File: config.mk
export PLATFORM = sky130hd
export DESIGN_NAME = cdr_loop_filter
export DESIGN_NICKNAME = d
export VERILOG_FILES = /design/src/rtl/cdr_pkg.sv /design/src/rtl/cdr_vote_window.sv /design/src/rtl/cdr_loop_filter.sv
export SDC_FILE = /design/constraint.sdc
export NUM_CORES = 1
export LEC_CHECK = 0
export ABC_AREA = 1
export BUFFER_PORTS_ARGS = -buffer_cell sky130_fd_sc_hd__clkbuf_2
export CORE_ASPECT_RATIO = 1.4
export CORE_MARGIN = 8
export CORE_UTILIZATION = 55
export CTS_CLUSTER_DIAMETER = 200
export DETAILED_ROUTE_END_ITERATION = 10
export PLACE_DENSITY = 0.79
export SLEW_MARGIN = 5
export SYNTH_ARGS = -nofsm -noshare
export SYNTH_HDL_FRONTEND = slang
export SYNTH_SLANG_ARGS = --single-unit
File: constraint.sdc
create_clock -name clk -period 5.5 [get_ports clk]
set_clock_uncertainty 0.15 [all_clocks]
set_input_delay 1.375 -clock clk [delete_from_list [all_inputs] [get_ports clk]]
set_output_delay 1.375 -clock clk [all_outputs]
set_load 0.05 [all_outputs]
File: src/rtl/cdr_pkg.sv
// rtl/cdr_pkg.sv - shared types, constants and helpers for the CDR loop filter
//
// Purpose: decision type, FSM state enum, step clamp limits and a
// saturating add used by the integrator.
package cdr_pkg;

  // Window decision: -1 (early), 0 (inside deadband), +1 (late)
  typedef logic signed [1:0] decision_t;

  localparam decision_t D_NEG  = 2'sb11;
  localparam decision_t D_ZERO = 2'sb00;
  localparam decision_t D_POS  = 2'sb01;

  typedef enum logic {
    ACQ   = 1'b0,
    TRACK = 1'b1
  } cdr_state_t;

  localparam int STEP_MIN = 1;
  localparam int STEP_MAX = 255;

  // Symmetric saturation to +/-lim; the caller narrows the result.
  function automatic int sat_add(input int a, input int b, input int lim);
    int s;
    s = a + b;
    if (s > lim) begin
      return lim;
    end
    if (s < -lim) begin
      return -lim;
    end
    return s;
  endfunction

endpackage

File: src/rtl/cdr_vote_window.sv
// rtl/cdr_vote_window.sv - bang-bang vote decimation with deadband decision
//
// Purpose: maps early/late samples to votes, sums them over VOTE_LEN
// qualified samples and registers one decision per window.
// Ports:
//   clk, rst            clock, asynchronous active-low reset
//   i_pd_valid          phase-detector sample present
//   i_pd_early/late     sample direction, qualified by i_pd_valid
//   i_freeze            ignore samples, hold window state
//   o_d                 registered window decision
//   o_d_valid           one-cycle pulse the cycle after the closing sample
module cdr_vote_window
  import cdr_pkg::*;
#(
  parameter int VOTE_LEN = 8,
  parameter int DEADBAND = 1
) (
  input  logic      clk,
  input  logic      rst,
  input  logic      i_pd_valid,
  input  logic      i_pd_early,
  input  logic      i_pd_late,
  input  logic      i_freeze,
  output decision_t o_d,
  output logic      o_d_valid
);

  localparam int CW = $clog2(VOTE_LEN);
  localparam int SW = CW + 2;
  localparam logic [CW-1:0]        LAST_IDX = CW'(VOTE_LEN - 1);
  localparam logic signed [SW-1:0] DB_HI    = SW'(DEADBAND);
  localparam logic signed [SW-1:0] DB_LO    = -DB_HI;

  logic                 w_take;
  logic                 w_close;
  logic signed [SW-1:0] w_vote;
  logic signed [SW-1:0] w_sum;
  decision_t            w_dec;

  logic [CW-1:0]        r_cnt;
  logic signed [SW-1:0] r_sum;
  decision_t            r_d;
  logic                 r_d_valid;

  always_comb begin
    w_take  = i_pd_valid & ~i_freeze;
    w_close = w_take && (r_cnt == LAST_IDX);

    // Both or neither flag: zero vote, but the sample still counts.
    w_vote = '0;
    if (i_pd_late && !i_pd_early) begin
      w_vote = SW'(1);
    end else if (i_pd_early && !i_pd_late) begin
      w_vote = '1;
    end

    // The closing sample's vote is part of its own window's decision.
    w_sum = r_sum + w_vote;

    w_dec = D_ZERO;
    if (w_sum > DB_HI) begin
      w_dec = D_POS;
    end else if (w_sum < DB_LO) begin
      w_dec = D_NEG;
    end
  end

  always_ff @(posedge clk or negedge rst) begin
    if (!rst) begin
      r_cnt     <= '0;
      r_sum     <= '0;
      r_d       <= D_ZERO;
      r_d_valid <= 1'b0;
    end else begin
      r_d_valid <= w_close;
      if (w_close) begin
        r_d <= w_dec;
      end
      if (w_take) begin
        if (w_close) begin
          r_cnt <= '0;
          r_sum <= '0;
        end else begin
          r_cnt <= r_cnt + CW'(1);
          r_sum <= w_sum;
        end
      end
    end
  end

  assign o_d       = r_d;
  assign o_d_valid = r_d_valid;

endmodule

File: src/rtl/cdr_loop_filter.sv
// rtl/cdr_loop_filter.sv - PI loop filter producing the phase step word
//
// Purpose: integrates window decisions, forms NOM_STEP + P + I, clamps the
// result to an 8-bit step, and switches proportional gain via an
// acquire/track FSM.
// Ports:
//   clk, rst            clock, asynchronous active-low reset
//   pd_valid            phase-detector sample present
//   pd_early, pd_late   sample direction, qualified by pd_valid
//   freeze              ignore samples and hold all state
//   step                unsigned phase increment to phase_generator
//   step_valid          one-cycle pulse when step updates
//   locked              high while the FSM is in TRACK
module cdr_loop_filter
  import cdr_pkg::*;
#(
  parameter int VOTE_LEN     = 8,
  parameter int DEADBAND     = 1,
  parameter int NOM_STEP     = 16,
  parameter int KP_SHIFT_ACQ = 3,
  parameter int KP_SHIFT_TRK = 1,
  parameter int KI_SHIFT     = 4,
  parameter int INT_WIDTH    = 12,
  parameter int LOCK_CNT     = 4
) (
  input  logic       clk,
  input  logic       rst,
  input  logic       pd_valid,
  input  logic       pd_early,
  input  logic       pd_late,
  input  logic       freeze,
  output logic [7:0] step,
  output logic       step_valid,
  output logic       locked
);

  localparam int RW      = INT_WIDTH + 2;
  localparam int INT_MAX = (1 << (INT_WIDTH - 1)) - 1;
  localparam int LCW     = $clog2(LOCK_CNT + 1);

  localparam logic [LCW-1:0]       LOCK_TGT = LCW'(LOCK_CNT);
  localparam logic signed [RW-1:0] NOM_RAW  = RW'(NOM_STEP);
  localparam logic signed [RW-1:0] RAW_MIN  = RW'(STEP_MIN);
  localparam logic signed [RW-1:0] RAW_MAX  = RW'(STEP_MAX);
  localparam logic [7:0]           NOM_W    = 8'(NOM_STEP);

  decision_t                   w_d;
  logic                        w_d_valid;

  logic signed [INT_WIDTH-1:0] w_integ_sum;
  logic signed [RW-1:0]        w_kp_term;
  logic signed [RW-1:0]        w_ki_term;
  logic signed [RW-1:0]        w_raw;
  logic [7:0]                  w_step_clamped;

  cdr_state_t                  w_state_n;
  logic [LCW-1:0]              w_lock_n;
  logic [LCW-1:0]              w_unlock_n;
  decision_t                   w_prev_d_n;
  logic signed [INT_WIDTH-1:0] w_integ_n;
  logic [7:0]                  w_step_n;

  cdr_state_t                  r_state;
  logic [LCW-1:0]              r_lock_cnt;
  logic [LCW-1:0]              r_unlock_cnt;
  decision_t                   r_prev_d;
  logic signed [INT_WIDTH-1:0] r_integ;
  logic [7:0]                  r_step;
  logic                        r_step_valid;

  cdr_vote_window #(
    .VOTE_LEN (VOTE_LEN),
    .DEADBAND (DEADBAND)
  ) u_vote_window (
    .clk        (clk),
    .rst        (rst),
    .i_pd_valid (pd_valid),
    .i_pd_early (pd_early),
    .i_pd_late  (pd_late),
    .i_freeze   (freeze),
    .o_d        (w_d),
    .o_d_valid  (w_d_valid)
  );

  // Datapath: the proportional gain is that of the state in force while
  // the window was collected, i.e. the current state before any transition.
  always_comb begin
    w_integ_sum = INT_WIDTH'(sat_add(int'(r_integ), int'(w_d), INT_MAX));
    w_kp_term   = (r_state == TRACK) ? (RW'(w_d) <<< KP_SHIFT_TRK)
                                     : (RW'(w_d) <<< KP_SHIFT_ACQ);
    w_ki_term   = RW'(w_integ_sum) >>> KI_SHIFT;
    w_raw       = NOM_RAW + w_kp_term + w_ki_term;

    w_step_clamped = w_raw[7:0];
    if (w_raw < RAW_MIN) begin
      w_step_clamped = 8'(STEP_MIN);
    end else if (w_raw > RAW_MAX) begin
      w_step_clamped = 8'(STEP_MAX);
    end
  end

  // Next-state: everything holds unless a decision arrives. A decision in
  // flight completes even under freeze, since freeze only gates sampling.
  always_comb begin
    w_state_n  = r_state;
    w_lock_n   = r_lock_cnt;
    w_unlock_n = r_unlock_cnt;
    w_prev_d_n = r_prev_d;
    w_integ_n  = r_integ;
    w_step_n   = r_step;

    if (w_d_valid) begin
      w_integ_n  = w_integ_sum;
      w_step_n   = w_step_clamped;
      w_prev_d_n = w_d;

      case (r_state)
        ACQ: begin
          w_lock_n = (w_d == D_ZERO) ? (r_lock_cnt + LCW'(1)) : '0;
          if (w_lock_n == LOCK_TGT) begin
            w_state_n  = TRACK;
            w_lock_n   = '0;
            w_unlock_n = '0;
          end
        end
        TRACK: begin
          // A run of identical nonzero decisions means the loop has slipped.
          if ((w_d != D_ZERO) && (w_d == r_prev_d)) begin
            w_unlock_n = r_unlock_cnt + LCW'(1);
          end else begin
            w_unlock_n = (w_d != D_ZERO) ? LCW'(1) : '0;
          end
          if (w_unlock_n == LOCK_TGT) begin
            w_state_n  = ACQ;
            w_lock_n   = '0;
            w_unlock_n = '0;
          end
        end
        default: begin
          w_state_n = ACQ;
        end
      endcase
    end
  end

  always_ff @(posedge clk or negedge rst) begin
    if (!rst) begin
      r_state      <= ACQ;
      r_lock_cnt   <= '0;
      r_unlock_cnt <= '0;
      r_prev_d     <= D_ZERO;
      r_integ      <= '0;
      r_step       <= NOM_W;
      r_step_valid <= 1'b0;
    end else begin
      r_state      <= w_state_n;
      r_lock_cnt   <= w_lock_n;
      r_unlock_cnt <= w_unlock_n;
      r_prev_d     <= w_prev_d_n;
      r_integ      <= w_integ_n;
      r_step       <= w_step_n;
      r_step_valid <= w_d_valid;
    end
  end

  assign step       = r_step;
  assign step_valid = r_step_valid;
  assign locked     = (r_state == TRACK);

endmodule

==> results of run 1 <==
[critical path, delay by kind of cell, from the launching register on]
| kind | cells | cell delay (ps) |
|---|---|---|
| AND/OR/NAND/NOR | 19 | 1650 |
| XOR/XNOR | 1 | 510 |
| AO/OA/AOI/OAI | 2 | 270 |
| flip-flops | 1 | 590 |
| adder cells (fa/ha/maj) | 3 | 1190 |
| buffers and inverters | 4 | 430 |
[cell type report]
| type | count | area (sq um) | area share, % |
|---|---|---|---|
| multi-input combinational | 309 | 1848 | 54.00 |
| sequential | 41 | 1028 | 30.05 |
| inverter | 67 | 251.5 | 7.349 |
| tap | 68 | 85.08 | 2.486 |
| timing repair buffer | 15 | 75.07 | 2.194 |
| clock buffer | 5 | 68.82 | 2.011 |
| clock inverter | 3 | 65.06 | 1.901 |
[metrics by stage]
stage | util (%) | cell area (sq um) | cells | hold WS (ps)
floorplan | - | 3153 | 422 | 242.5
global route | 61.93 | 3422 | 508 | 360.0
CTS | 61.91 | 3421 | 508 | 338.8
detailed placement | 59.49 | 3287 | 500 | 318.8
global placement | 59.49 | 3287 | 500 | 308.2
finish | 61.93 | 3422 | 508 | 332.2
[sequential cells by signal, summed over array words and instances, names as in the netlist]
name / count
step: 8
locked: 1
step_valid: 1
r_prev_d: 2
r_unlock_cnt: 3
r_integ: 12
u_vote_window.r_sum: 5
u_vote_window.o_d: 2
u_vote_window.r_cnt: 3
u_vote_window.o_d_valid: 1
r_lock_cnt: 3
[how the worst max path moves through the flow]
stage,startpoint,endpoint,cells past startpoint
6_report,u_vote_window.o_d[1],step[0],29
3_5_place_dp,u_vote_window.o_d[1],step[0],29
5_1_grt,u_vote_window.o_d[1],step[4],28
3_3_place_gp,u_vote_window.o_d[1],step[0],29
4_1_cts,u_vote_window.o_d[1],step[0],29
2_1_floorplan,u_vote_window.o_d[1],step[0],31
[cell families (layout without fill, tap and decap cells)]
logic type	after synthesis	in the layout
AOI/OAI and AO/OA	54	54
xor gates and xnor gates	13	13
adders and majority gates	37	37
buffers and inverters	72	90
DFF	41	41
and+or+nand+nor	205	205
[layout by cell type, fill, tap and decap left out, types with 4 or more instances in the layout]
cell type	instances
sky130_fd_sc_hd__xnor2_1	5
sky130_fd_sc_hd__nand3b_1	4
sky130_fd_sc_hd__a21oi_1	14
sky130_fd_sc_hd__nand2_1	115
sky130_fd_sc_hd__nand3_1	26
sky130_fd_sc_hd__a31oi_1	5
sky130_fd_sc_hd__a21oi_2	4
sky130_fd_sc_hd__o21ai_0	17
sky130_fd_sc_hd__clkbuf_2	15
sky130_fd_sc_hd__xor2_1	6
sky130_fd_sc_hd__nor2_1	33
sky130_fd_sc_hd__dfrtp_1	39
sky130_fd_sc_hd__ha_1	34
sky130_fd_sc_hd__clkbuf_8	5
sky130_fd_sc_hd__inv_2	5
sky130_fd_sc_hd__inv_1	61
sky130_fd_sc_hd__nand4_1	7
sky130_fd_sc_hd__nand2_2	9
[routing by layer]
metal | wire length, microns | share of wire (%) | global-route usage (%)
met3 | 153 | 2.3 | 2.381
met2 | 3495 | 53 | 30.03
met4 | 132 | 2.0 | 7.963
met5 | 0 | 0 | 0
met1 | 2821 | 43 | 18.72
[cells in the mapped netlist, types with 2 or more instances]
cell type                  number  area (sq um)
sky130_fd_sc_hd__nand2_1      115         431.7
sky130_fd_sc_hd__inv_1         61         229.0
sky130_fd_sc_hd__dfrtp_1       40          1001
sky130_fd_sc_hd__ha_1          34         425.4
sky130_fd_sc_hd__nor2_1        33         123.9
sky130_fd_sc_hd__nand3_1       26         130.1
sky130_fd_sc_hd__o21ai_0       17         85.08
sky130_fd_sc_hd__a21oi_1       14         70.07
sky130_fd_sc_hd__nand2_2        9         56.30
sky130_fd_sc_hd__nand4_1        7         43.79
sky130_fd_sc_hd__xor2_1         6         52.55
sky130_fd_sc_hd__a31oi_1        5         31.28
sky130_fd_sc_hd__inv_2          5         18.77
sky130_fd_sc_hd__xnor2_1        5         43.79
sky130_fd_sc_hd__a21oi_2        4         35.03
sky130_fd_sc_hd__clkbuf_1       4         15.01
sky130_fd_sc_hd__nand3b_1       4         30.03
sky130_fd_sc_hd__fa_1           3         60.06
sky130_fd_sc_hd__nor3_1         3         15.01
sky130_fd_sc_hd__nor4_1         3         18.77
sky130_fd_sc_hd__o21ai_1        3         15.01
sky130_fd_sc_hd__a22o_1         2         17.52
sky130_fd_sc_hd__a22oi_1        2         15.01
sky130_fd_sc_hd__nand2_4        2         22.52
sky130_fd_sc_hd__nand3_2        2         20.02
sky130_fd_sc_hd__o22ai_1        2         12.51
sky130_fd_sc_hd__xor2_2         2         32.53
==> flow_results.xml, run 1 <==
<?xml version="1.0" encoding="UTF-8"?>
<metrics>
  <group name="outcome">
    <metric name="outcome" unit="">complete, no violations</metric>
  </group>
  <group name="global_route">
    <metric name="grt_pass1_vias" unit="">2790</metric>
    <metric name="global_route.overflow_total" unit="">0</metric>
    <metric name="antenna_found_initial" unit="">0</metric>
    <metric name="globalRouteTotalUtil" unit="%">16.82</metric>
    <metric name="grt_max_degree" unit="">42</metric>
    <metric name="grt_first_pass_wirelength" unit="microns">11750</metric>
  </group>
  <group name="min_path">
    <metric name="holdCritStartpoint" unit="">step[6]</metric>
    <metric name="worstHoldPathCells" unit="">2</metric>
    <metric name="hp-class" unit="">flip-flop to flip-flop</metric>
    <metric name="worstHoldEndpoint" unit="">step[6]</metric>
  </group>
  <group name="clock_network">
    <metric name="cts_buffers" unit="">5</metric>
    <metric name="number_of_clock_sinks" unit="">41</metric>
    <metric name="postCtsSetupBuffers" unit="">0</metric>
    <metric name="cts.repair.resized" unit="">0</metric>
    <metric name="cts_root_buffer" unit="">sky130_fd_sc_hd__clkbuf_8</metric>
    <metric name="clk-insertion-delay-late" unit="ps">300</metric>
    <metric name="clock_pin_slew_reported_for_the_worst_setup_and_hold_paths_after_clock_tree_synthesis" unit="ps">80</metric>
    <metric name="tritoncts" unit="">done</metric>
    <metric name="clockBufferDepth" unit="">2</metric>
    <metric name="cts.htree.levels" unit="">2</metric>
    <metric name="hold_buffers" unit="">0</metric>
  </group>
  <group name="logic_synthesis">
    <metric name="compound_cell_area_share_of_the_yosys_netlist" unit="%">10.44</metric>
    <metric name="postSynthRegisterBits" unit="">41</metric>
    <metric name="yosysWarnings" unit="">0</metric>
    <metric name="synthesis.area_per_instance" unit="sq um">7.472</metric>
    <metric name="post_synth_mux_area_share" unit="%">0</metric>
    <metric name="synthXorXnorAreaFrac" unit="%">4.087</metric>
    <metric name="synth.net_count" unit="">465</metric>
    <metric name="synth_top_family_by_area" unit="">simple AND/OR/NAND/NOR gates</metric>
    <metric name="synth_simple_gate_area_share" unit="%">28.69</metric>
    <metric name="synth-seq-area-share" unit="%">32.58</metric>
    <metric name="synthArstFlopShare" unit="%">100.0</metric>
    <metric name="netlist-cell-type-count" unit="">36</metric>
    <metric name="netlist_area_pre_place" unit="sq mm">0.003153</metric>
    <metric name="synthesis.instances" unit="">422</metric>
    <metric name="post_synth_fa_ha_maj_area_fraction" unit="%">15.40</metric>
    <metric name="dominantRegCellSynth" unit="">sky130_fd_sc_hd__dfrtp_1</metric>
    <metric name="synth_edf_count" unit="">0</metric>
  </group>
  <group name="sta">
    <metric name="setup_violations" unit="">0</metric>
    <metric name="timing_hold_violations_final" unit="">0</metric>
    <metric name="clock.fmax" unit="MHz">204.4</metric>
    <metric name="final_min_period_over_clock_period" unit="%">88.95</metric>
    <metric name="rsz0062_at_grt" unit="">false</metric>
    <metric name="max-slew-margin-rel" unit="%">33.78</metric>
    <metric name="final-max-slew-violation-count" unit="">0</metric>
    <metric name="finalCriticalPeriod" unit="ps">4892</metric>
    <metric name="worst-slew-pin-transition" unit="ps">993.3</metric>
    <metric name="setup_total_negative_slack" unit="ps">0</metric>
    <metric name="postLayoutSetupSlackWorst" unit="ps">607.9</metric>
  </group>
  <group name="drt">
    <metric name="dr.pass1.iters" unit="">5</metric>
    <metric name="post_drt_via_cell_ratio" unit="">5.337</metric>
    <metric name="initialDrtViolationCount" unit="">125</metric>
    <metric name="routed_wire_length_per_instance" unit="microns">13.00</metric>
    <metric name="finalWirelength" unit="microns">6602</metric>
    <metric name="route.antenna.remaining_nets" unit="">0</metric>
    <metric name="post-route-drc-count" unit="">0</metric>
    <metric name="vias" unit="">2711</metric>
  </group>
  <group name="worst_setup_path">
    <metric name="worst_r2r_endpoint" unit="">step[0]</metric>
    <metric name="cp_max_fo" unit="">17</metric>
    <metric name="end_kind" unit="">flip-flop</metric>
    <metric name="worst_path_max_delay_cell" unit="">sky130_fd_sc_hd__dfrtp_2</metric>
    <metric name="slowest_delay" unit="ps">590</metric>
    <metric name="r2r_start" unit="">u_vote_window.o_d[1]</metric>
    <metric name="ff2ff_path_depth" unit="">29</metric>
    <metric name="required" unit="ps">5540</metric>
    <metric name="crit_top_cell" unit="">sky130_fd_sc_hd__nand2_1</metric>
    <metric name="r2r_slack" unit="ps">610</metric>
    <metric name="worstPathArrival" unit="ps">4930</metric>
    <metric name="startpoint_type" unit="">flip-flop</metric>
    <metric name="timing.setup.critical_path_class" unit="">flip-flop to flip-flop</metric>
  </group>
  <group name="placement">
    <metric name="preCtsSetupSlack" unit="ps">413.5</metric>
    <metric name="dp_hpwl" unit="microns">5119</metric>
    <metric name="finalWeightedCongestion" unit="">0.8802</metric>
    <metric name="numPortBuffers" unit="">15</metric>
  </group>
  <group name="floorplanning">
    <metric name="io_pins" unit="">16</metric>
    <metric name="core_area" unit="sq mm">0.005525</metric>
    <metric name="floorplan.die.height" unit="microns">105.6</metric>
    <metric name="placementRows" unit="">32</metric>
    <metric name="die_width" unit="microns">79.99</metric>
    <metric name="initial_core_util" unit="%">57.07</metric>
    <metric name="dieArea" unit="sq mm">0.008446</metric>
  </group>
  <group name="cells_and_area">
    <metric name="syn_to_final_growth" unit="%">8.532</metric>
    <metric name="final_layout_size_suffix_gt1_share" unit="%">11.59</metric>
    <metric name="layout.nets" unit="">482</metric>
    <metric name="num-fill-cells" unit="">494</metric>
    <metric name="antenna_cells" unit="">0</metric>
  </group>
  <group name="flow_run">
    <metric name="drv.max_cap_violation_count" unit="">0</metric>
  </group>
</metrics>
Power of run 1 is not shown: default switching activity piles up to over one toggle a cycle in this logic, so the estimate is an artifact.
==> inputs of run 2 (changes only) <==
- RECOVER_POWER: not set -> 100
==> run 2 against run 1 <==
  * Highest routed layer unchanged
  * Cell count unchanged
  * Register-to-register slack worse by 70 ps
  * Via count up 1.3%
  * The flow now finishes with violations (capacitance limit, slew limit)
  * Critical endpoint unchanged
==> flow_results.xml, run 2 (synthesized netlist as in run 1, its figures left out) <==
<?xml version="1.0" encoding="UTF-8"?>
<metrics>
  <group name="worst_setup_path">
    <metric name="timing.setup.critical_path_class" unit="">flip-flop to flip-flop</metric>
    <metric name="cp_max_fo" unit="">17</metric>
    <metric name="required" unit="ps">5540</metric>
    <metric name="worstPathArrival" unit="ps">5000</metric>
    <metric name="end_kind" unit="">flip-flop</metric>
    <metric name="startpoint_type" unit="">flip-flop</metric>
  </group>
  <group name="drt">
    <metric name="vias" unit="">2746</metric>
    <metric name="post_drt_via_cell_ratio" unit="">5.406</metric>
    <metric name="post-route-drc-count" unit="">0</metric>
    <metric name="finalWirelength" unit="microns">6601</metric>
    <metric name="dr.pass1.iters" unit="">4</metric>
    <metric name="route.antenna.remaining_nets" unit="">0</metric>
    <metric name="routed_wire_length_per_instance" unit="microns">12.99</metric>
    <metric name="initialDrtViolationCount" unit="">127</metric>
  </group>
  <group name="min_path">
    <metric name="hp-class" unit="">flip-flop to flip-flop</metric>
  </group>
  <group name="clock_network">
    <metric name="tritoncts" unit="">done</metric>
    <metric name="cts_root_buffer" unit="">sky130_fd_sc_hd__clkbuf_8</metric>
    <metric name="clockBufferDepth" unit="">2</metric>
    <metric name="cts.htree.levels" unit="">2</metric>
    <metric name="clock_pin_slew_reported_for_the_worst_setup_and_hold_paths_after_clock_tree_synthesis" unit="ps">80</metric>
    <metric name="postCtsSetupBuffers" unit="">0</metric>
    <metric name="cts_buffers" unit="">5</metric>
    <metric name="clk-insertion-delay-late" unit="ps">300</metric>
    <metric name="number_of_clock_sinks" unit="">41</metric>
  </group>
  <group name="cells_and_area">
    <metric name="syn_to_final_growth" unit="%">7.341</metric>
    <metric name="antenna_cells" unit="">0</metric>
    <metric name="max_flop_register" unit="">r_integ</metric>
    <metric name="layout.nets" unit="">482</metric>
    <metric name="layout_commonest_cell" unit="">sky130_fd_sc_hd__nand2_1</metric>
    <metric name="num-fill-cells" unit="">507</metric>
    <metric name="layout.cells.most_common_list" unit="">119 x sky130_fd_sc_hd__nand2_1, 62 x sky130_fd_sc_hd__inv_1, 39 x sky130_fd_sc_hd__dfrtp_1</metric>
    <metric name="final_layout_size_suffix_gt1_share" unit="%">7.500</metric>
    <metric name="largest_register_ff_count" unit="">12</metric>
  </group>
  <group name="floorplanning">
    <metric name="io_pins" unit="">16</metric>
    <metric name="floorplan.die.height" unit="microns">105.6</metric>
    <metric name="dieArea" unit="sq mm">0.008446</metric>
    <metric name="die_width" unit="microns">79.99</metric>
    <metric name="placementRows" unit="">32</metric>
    <metric name="core_area" unit="sq mm">0.005525</metric>
    <metric name="initial_core_util" unit="%">57.07</metric>
  </group>
  <group name="placement">
    <metric name="numPortBuffers" unit="">15</metric>
    <metric name="dp_hpwl" unit="microns">5119</metric>
    <metric name="finalWeightedCongestion" unit="">0.8802</metric>
  </group>
  <group name="sta">
    <metric name="timing_hold_violations_final" unit="">0</metric>
    <metric name="setup_total_negative_slack" unit="ps">0</metric>
    <metric name="finalCriticalPeriod" unit="ps">4960</metric>
    <metric name="setup_violations" unit="">0</metric>
    <metric name="max-slew-margin-rel" unit="%">-42.39</metric>
    <metric name="clock.fmax" unit="MHz">201.6</metric>
    <metric name="rsz0062_at_grt" unit="">false</metric>
    <metric name="final_min_period_over_clock_period" unit="%">90.18</metric>
    <metric name="final-max-slew-violation-count" unit="">42</metric>
    <metric name="worst-slew-pin-transition" unit="ps">2136</metric>
  </group>
  <group name="outcome">
    <metric name="outcome" unit="">complete, but fails checks</metric>
    <metric name="violations" unit="">capacitance limit, slew limit</metric>
  </group>
  <group name="global_route">
    <metric name="grt_first_pass_wirelength" unit="microns">11750</metric>
    <metric name="antenna_found_initial" unit="">0</metric>
    <metric name="grt_max_degree" unit="">42</metric>
    <metric name="grt_pass1_vias" unit="">2790</metric>
    <metric name="global_route.overflow_total" unit="">0</metric>
    <metric name="globalRouteTotalUtil" unit="%">16.82</metric>
  </group>
  <group name="flow_run">
    <metric name="drv.max_cap_violation_count" unit="">1</metric>
  </group>
</metrics>
[run 2: metal layers]
layer / GRT usage, % / part of all wire (%) / up-vias
met1: 18.72 / 43 / 1280
met3: 2.381 / 2.8 / 11
met5: 0 / 0 / -
met4: 7.963 / 2.2 / 0
met2: 30.03 / 52 / 50
li1: - / - / 1405
[run 2: timing repair]
action	in CTS	in global routing
setup endpoints to repair	0	8
hold buffers	0	0
resized for setup	0	1
[run 2: per-stage QoR]
step | utilization, % | std cells | hold slack (ps) | instance area (sq um) | setup WS [ps]
5_1_grt | 61.25 | 508 | 359.4 | 3385 | 140.4
3_3_place_gp | 59.49 | 500 | 308.2 | 3287 | 559.0
4_1_cts | 61.91 | 508 | 338.8 | 3421 | 309.4
3_5_place_dp | 59.49 | 500 | 318.8 | 3287 | 413.5
6_report | 61.25 | 508 | 330.4 | 3385 | 540.3
2_1_floorplan | - | 422 | 242.5 | 3153 | 1109
[run 2: final timing paths]
path                                             end  depth (start not counted)  slack, ps                 start
max in group asynchronous       u_vote_window.o_d[1]                          1       2290                   rst
worst max register to register               step[0]                         27        540  u_vote_window.o_d[1]
worst min-delay path                         step[6]                          2        330               step[6]
worst min register to register               step[6]                          2        330               step[6]
worst max-delay path                         step[0]                         27        540  u_vote_window.o_d[1]
min in group asynchronous                    step[7]                          1       1540                   rst
[run 2: cell type report]
cell class / count / area [sq um] / area share [%]
Clock inverter: 3 / 65.06 / 1.922
Tap cell: 68 / 85.08 / 2.514
Clock buffer: 5 / 68.82 / 2.033
Multi-Input combinational cell: 309 / 1824 / 53.90
Sequential cell: 41 / 1028 / 30.39
Inverter: 67 / 251.5 / 7.431
Timing Repair Buffer: 15 / 61.31 / 1.811
[run 2: critical path: stages, from the launching register on]
cell and delay, ps:
sky130_fd_sc_hd__dfrtp_2 600, sky130_fd_sc_hd__inv_1 210, sky130_fd_sc_hd__fa_1 440, sky130_fd_sc_hd__inv_1 100
sky130_fd_sc_hd__nand3_1 90, sky130_fd_sc_hd__nand2_1 120, sky130_fd_sc_hd__nand2_1 80, sky130_fd_sc_hd__nand2_1 100
sky130_fd_sc_hd__a21oi_2 60, sky130_fd_sc_hd__xor2_1 380, sky130_fd_sc_hd__inv_2 60, sky130_fd_sc_hd__nand2_2 210
sky130_fd_sc_hd__nand3_2 100, sky130_fd_sc_hd__nand2_1 80, sky130_fd_sc_hd__ha_1 150, sky130_fd_sc_hd__ha_1 160
sky130_fd_sc_hd__inv_1 60, sky130_fd_sc_hd__fa_1 390, sky130_fd_sc_hd__nor2_1 130, sky130_fd_sc_hd__a211oi_1 70
sky130_fd_sc_hd__nor2_1 100, sky130_fd_sc_hd__nor2_1 40, sky130_fd_sc_hd__nor2_1 80, sky130_fd_sc_hd__nor2_1 60
sky130_fd_sc_hd__xnor2_1 500, sky130_fd_sc_hd__nand3b_1 160, sky130_fd_sc_hd__nand2_1 90, sky130_fd_sc_hd__nand2_1 60
Power of run 2 is left out for the same reason.
==> inputs of run 3 (changes only) <==
- CORE_ASPECT_RATIO: 1.4 -> 0.6
- clock period: 5.5 -> 5.62 ns (I/O delays scaled with it)
==> run 3 against run 2 <==
  * The run still ends with capacitance limit, slew limit left
  * First-iteration DRC count is 97% higher
  * Flip-flop and latch count is the same
  * Hold slack barely moved
  * Wire length is 5.8% higher
  * Cell area down 1.0%
  * Global-route usage is 0.65 points higher
  * Register-to-register slack worse by 50 ps
  * Maximum frequency fell by 3.3%
==> flow_results.xml, run 3 (synthesized netlist as in run 1, its figures left out) <==
<?xml version="1.0" encoding="UTF-8"?>
<metrics>
  <group name="outcome">
    <metric name="outcome" unit="">complete, but fails checks</metric>
    <metric name="violations" unit="">capacitance limit, slew limit</metric>
  </group>
  <group name="worst_setup_path">
    <metric name="timing.setup.critical_path_class" unit="">flip-flop to flip-flop</metric>
    <metric name="required" unit="ps">5650</metric>
    <metric name="startpoint_type" unit="">flip-flop</metric>
    <metric name="worstPathArrival" unit="ps">5160</metric>
    <metric name="ff2ff_path_depth" unit="">26</metric>
    <metric name="cp_max_fo" unit="">17</metric>
    <metric name="end_kind" unit="">flip-flop</metric>
  </group>
  <group name="min_path">
    <metric name="worstHoldPathCells" unit="">2</metric>
    <metric name="hp-class" unit="">flip-flop to flip-flop</metric>
  </group>
  <group name="clock_network">
    <metric name="number_of_clock_sinks" unit="">41</metric>
    <metric name="cts.htree.levels" unit="">2</metric>
    <metric name="cts_buffers" unit="">5</metric>
    <metric name="clk-insertion-delay-late" unit="ps">290</metric>
    <metric name="clockBufferDepth" unit="">2</metric>
    <metric name="tritoncts" unit="">done</metric>
    <metric name="cts_root_buffer" unit="">sky130_fd_sc_hd__clkbuf_8</metric>
    <metric name="clock_pin_slew_reported_for_the_worst_setup_and_hold_paths_after_clock_tree_synthesis" unit="ps">70</metric>
  </group>
  <group name="drt">
    <metric name="finalWirelength" unit="microns">6981</metric>
    <metric name="dr.pass1.iters" unit="">5</metric>
    <metric name="routed_wire_length_per_instance" unit="microns">13.43</metric>
    <metric name="route.antenna.remaining_nets" unit="">0</metric>
    <metric name="post-route-drc-count" unit="">0</metric>
    <metric name="post_drt_via_cell_ratio" unit="">5.294</metric>
    <metric name="vias" unit="">2753</metric>
    <metric name="initialDrtViolationCount" unit="">250</metric>
  </group>
  <group name="sta">
    <metric name="max-slew-margin-rel" unit="%">-43.45</metric>
    <metric name="fin_hold_ws" unit="ps">330.6</metric>
    <metric name="worst-slew-pin-transition" unit="ps">2152</metric>
    <metric name="final-max-slew-violation-count" unit="">42</metric>
    <metric name="clock.fmax" unit="MHz">195.0</metric>
    <metric name="final_min_period_over_clock_period" unit="%">91.26</metric>
    <metric name="setup_total_negative_slack" unit="ps">0</metric>
    <metric name="setup_violations" unit="">0</metric>
    <metric name="rsz0062_at_grt" unit="">false</metric>
    <metric name="finalCriticalPeriod" unit="ps">5129</metric>
    <metric name="timing_hold_violations_final" unit="">0</metric>
  </group>
  <group name="global_route">
    <metric name="global_route.overflow_total" unit="">0</metric>
    <metric name="grt_first_pass_wirelength" unit="microns">11720</metric>
    <metric name="grt_max_degree" unit="">42</metric>
    <metric name="antenna_found_initial" unit="">0</metric>
    <metric name="globalRouteTotalUtil" unit="%">17.47</metric>
    <metric name="grt_pass1_vias" unit="">2409</metric>
  </group>
  <group name="floorplanning">
    <metric name="floorplan.die.height" unit="microns">74.65</metric>
    <metric name="initial_core_util" unit="%">56.87</metric>
    <metric name="dieArea" unit="sq mm">0.008491</metric>
    <metric name="die_width" unit="microns">113.7</metric>
    <metric name="core_area" unit="sq mm">0.005544</metric>
    <metric name="placementRows" unit="">21</metric>
    <metric name="io_pins" unit="">16</metric>
  </group>
  <group name="cells_and_area">
    <metric name="layout.nets" unit="">482</metric>
    <metric name="syn_to_final_growth" unit="%">6.230</metric>
    <metric name="max_flop_register" unit="">r_integ</metric>
    <metric name="final_layout_size_suffix_gt1_share" unit="%">7.727</metric>
    <metric name="largest_register_ff_count" unit="">12</metric>
    <metric name="layout.cells.most_common_list" unit="">119 x sky130_fd_sc_hd__nand2_1, 61 x sky130_fd_sc_hd__inv_1, 39 x sky130_fd_sc_hd__dfrtp_1</metric>
    <metric name="antenna_cells" unit="">0</metric>
    <metric name="finish.cell_count_without_fillers" unit="">520</metric>
    <metric name="layout_commonest_cell" unit="">sky130_fd_sc_hd__nand2_1</metric>
  </group>
  <group name="placement">
    <metric name="numPlacedInstances" unit="">512</metric>
    <metric name="dp_hpwl" unit="microns">5538</metric>
    <metric name="numPortBuffers" unit="">15</metric>
    <metric name="finalWeightedCongestion" unit="">0.9268</metric>
  </group>
  <group name="flow_run">
    <metric name="drv.max_cap_violation_count" unit="">1</metric>
  </group>
</metrics>
run 3: final timing paths:
path                                      startpoint                    to  slack, ps
worst min register to register               step[0]               step[0]        330
worst max-delay path            u_vote_window.o_d[1]               step[0]        490
min in group asynchronous                        rst       r_unlock_cnt[2]       1580
worst min-delay path                         step[0]               step[0]        330
max in group asynchronous                        rst  u_vote_window.o_d[1]       2360
worst max register to register  u_vote_window.o_d[1]               step[0]        490
run 3: repair_timing:
item | CTS | global route
hold endpoints to repair | 0 | 0
gates resized for setup | 0 | 1
buffers inserted | 0 | 0
setup endpoints to repair | 0 | 8
hold buffers | 0 | 0
run 3: layout make-up:
| class | count | area, sq um |
|---|---|---|
| Fill cell | 495 | 2195 |
| Multi-Input combinational cell | 309 | 1826 |
| Sequential cell | 41 | 1028 |
| Inverter | 67 | 251.5 |
| Tap cell | 80 | 100.1 |
| Clock buffer | 6 | 72.57 |
| Timing Repair Buffer | 15 | 61.31 |
| Clock inverter | 2 | 10.01 |
run 3: stage by stage:
step	cell area, sq um	worst slack (ps)	utilization (%)
4_1_cts	3385	398.1	61.05
6_report	3349	491.0	60.42
3_5_place_dp	3302	412.3	59.56
5_1_grt	3349	93.42	60.42
2_1_floorplan	3153	1229	-
3_3_place_gp	3302	600.4	59.56
run 3: critical path, cell delays in order (launching register included):
cell	delay, ps
sky130_fd_sc_hd__dfrtp_2	610
sky130_fd_sc_hd__inv_1	210
sky130_fd_sc_hd__fa_1	450
sky130_fd_sc_hd__inv_1	110
sky130_fd_sc_hd__nand3_1	90
sky130_fd_sc_hd__nand2_1	110
sky130_fd_sc_hd__nand2_2	60
sky130_fd_sc_hd__nand2_1	90
sky130_fd_sc_hd__a21oi_2	70
sky130_fd_sc_hd__xor2_1	200
sky130_fd_sc_hd__nand2_1	330
sky130_fd_sc_hd__inv_2	110
sky130_fd_sc_hd__o21ai_1	240
sky130_fd_sc_hd__inv_1	80
sky130_fd_sc_hd__ha_1	300
sky130_fd_sc_hd__inv_1	60
sky130_fd_sc_hd__fa_1	450
sky130_fd_sc_hd__nor2_1	120
sky130_fd_sc_hd__a211oi_1	70
sky130_fd_sc_hd__nor2_1	100
sky130_fd_sc_hd__nor2_1	50
sky130_fd_sc_hd__nor2_1	80
sky130_fd_sc_hd__nor2_1	50
sky130_fd_sc_hd__xnor2_1	540
sky130_fd_sc_hd__nand3b_1	140
sky130_fd_sc_hd__nand2_1	90
sky130_fd_sc_hd__nand2_1	60
run 3: metal layers:
layer | global-route usage [%] | wire (microns)
met4 | 4.106 | 40
met1 | 27.41 | 3770
met3 | 4.644 | 553
met5 | 0 | 0
met2 | 22.44 | 2617
Power of run 3 is left out for the same reason.
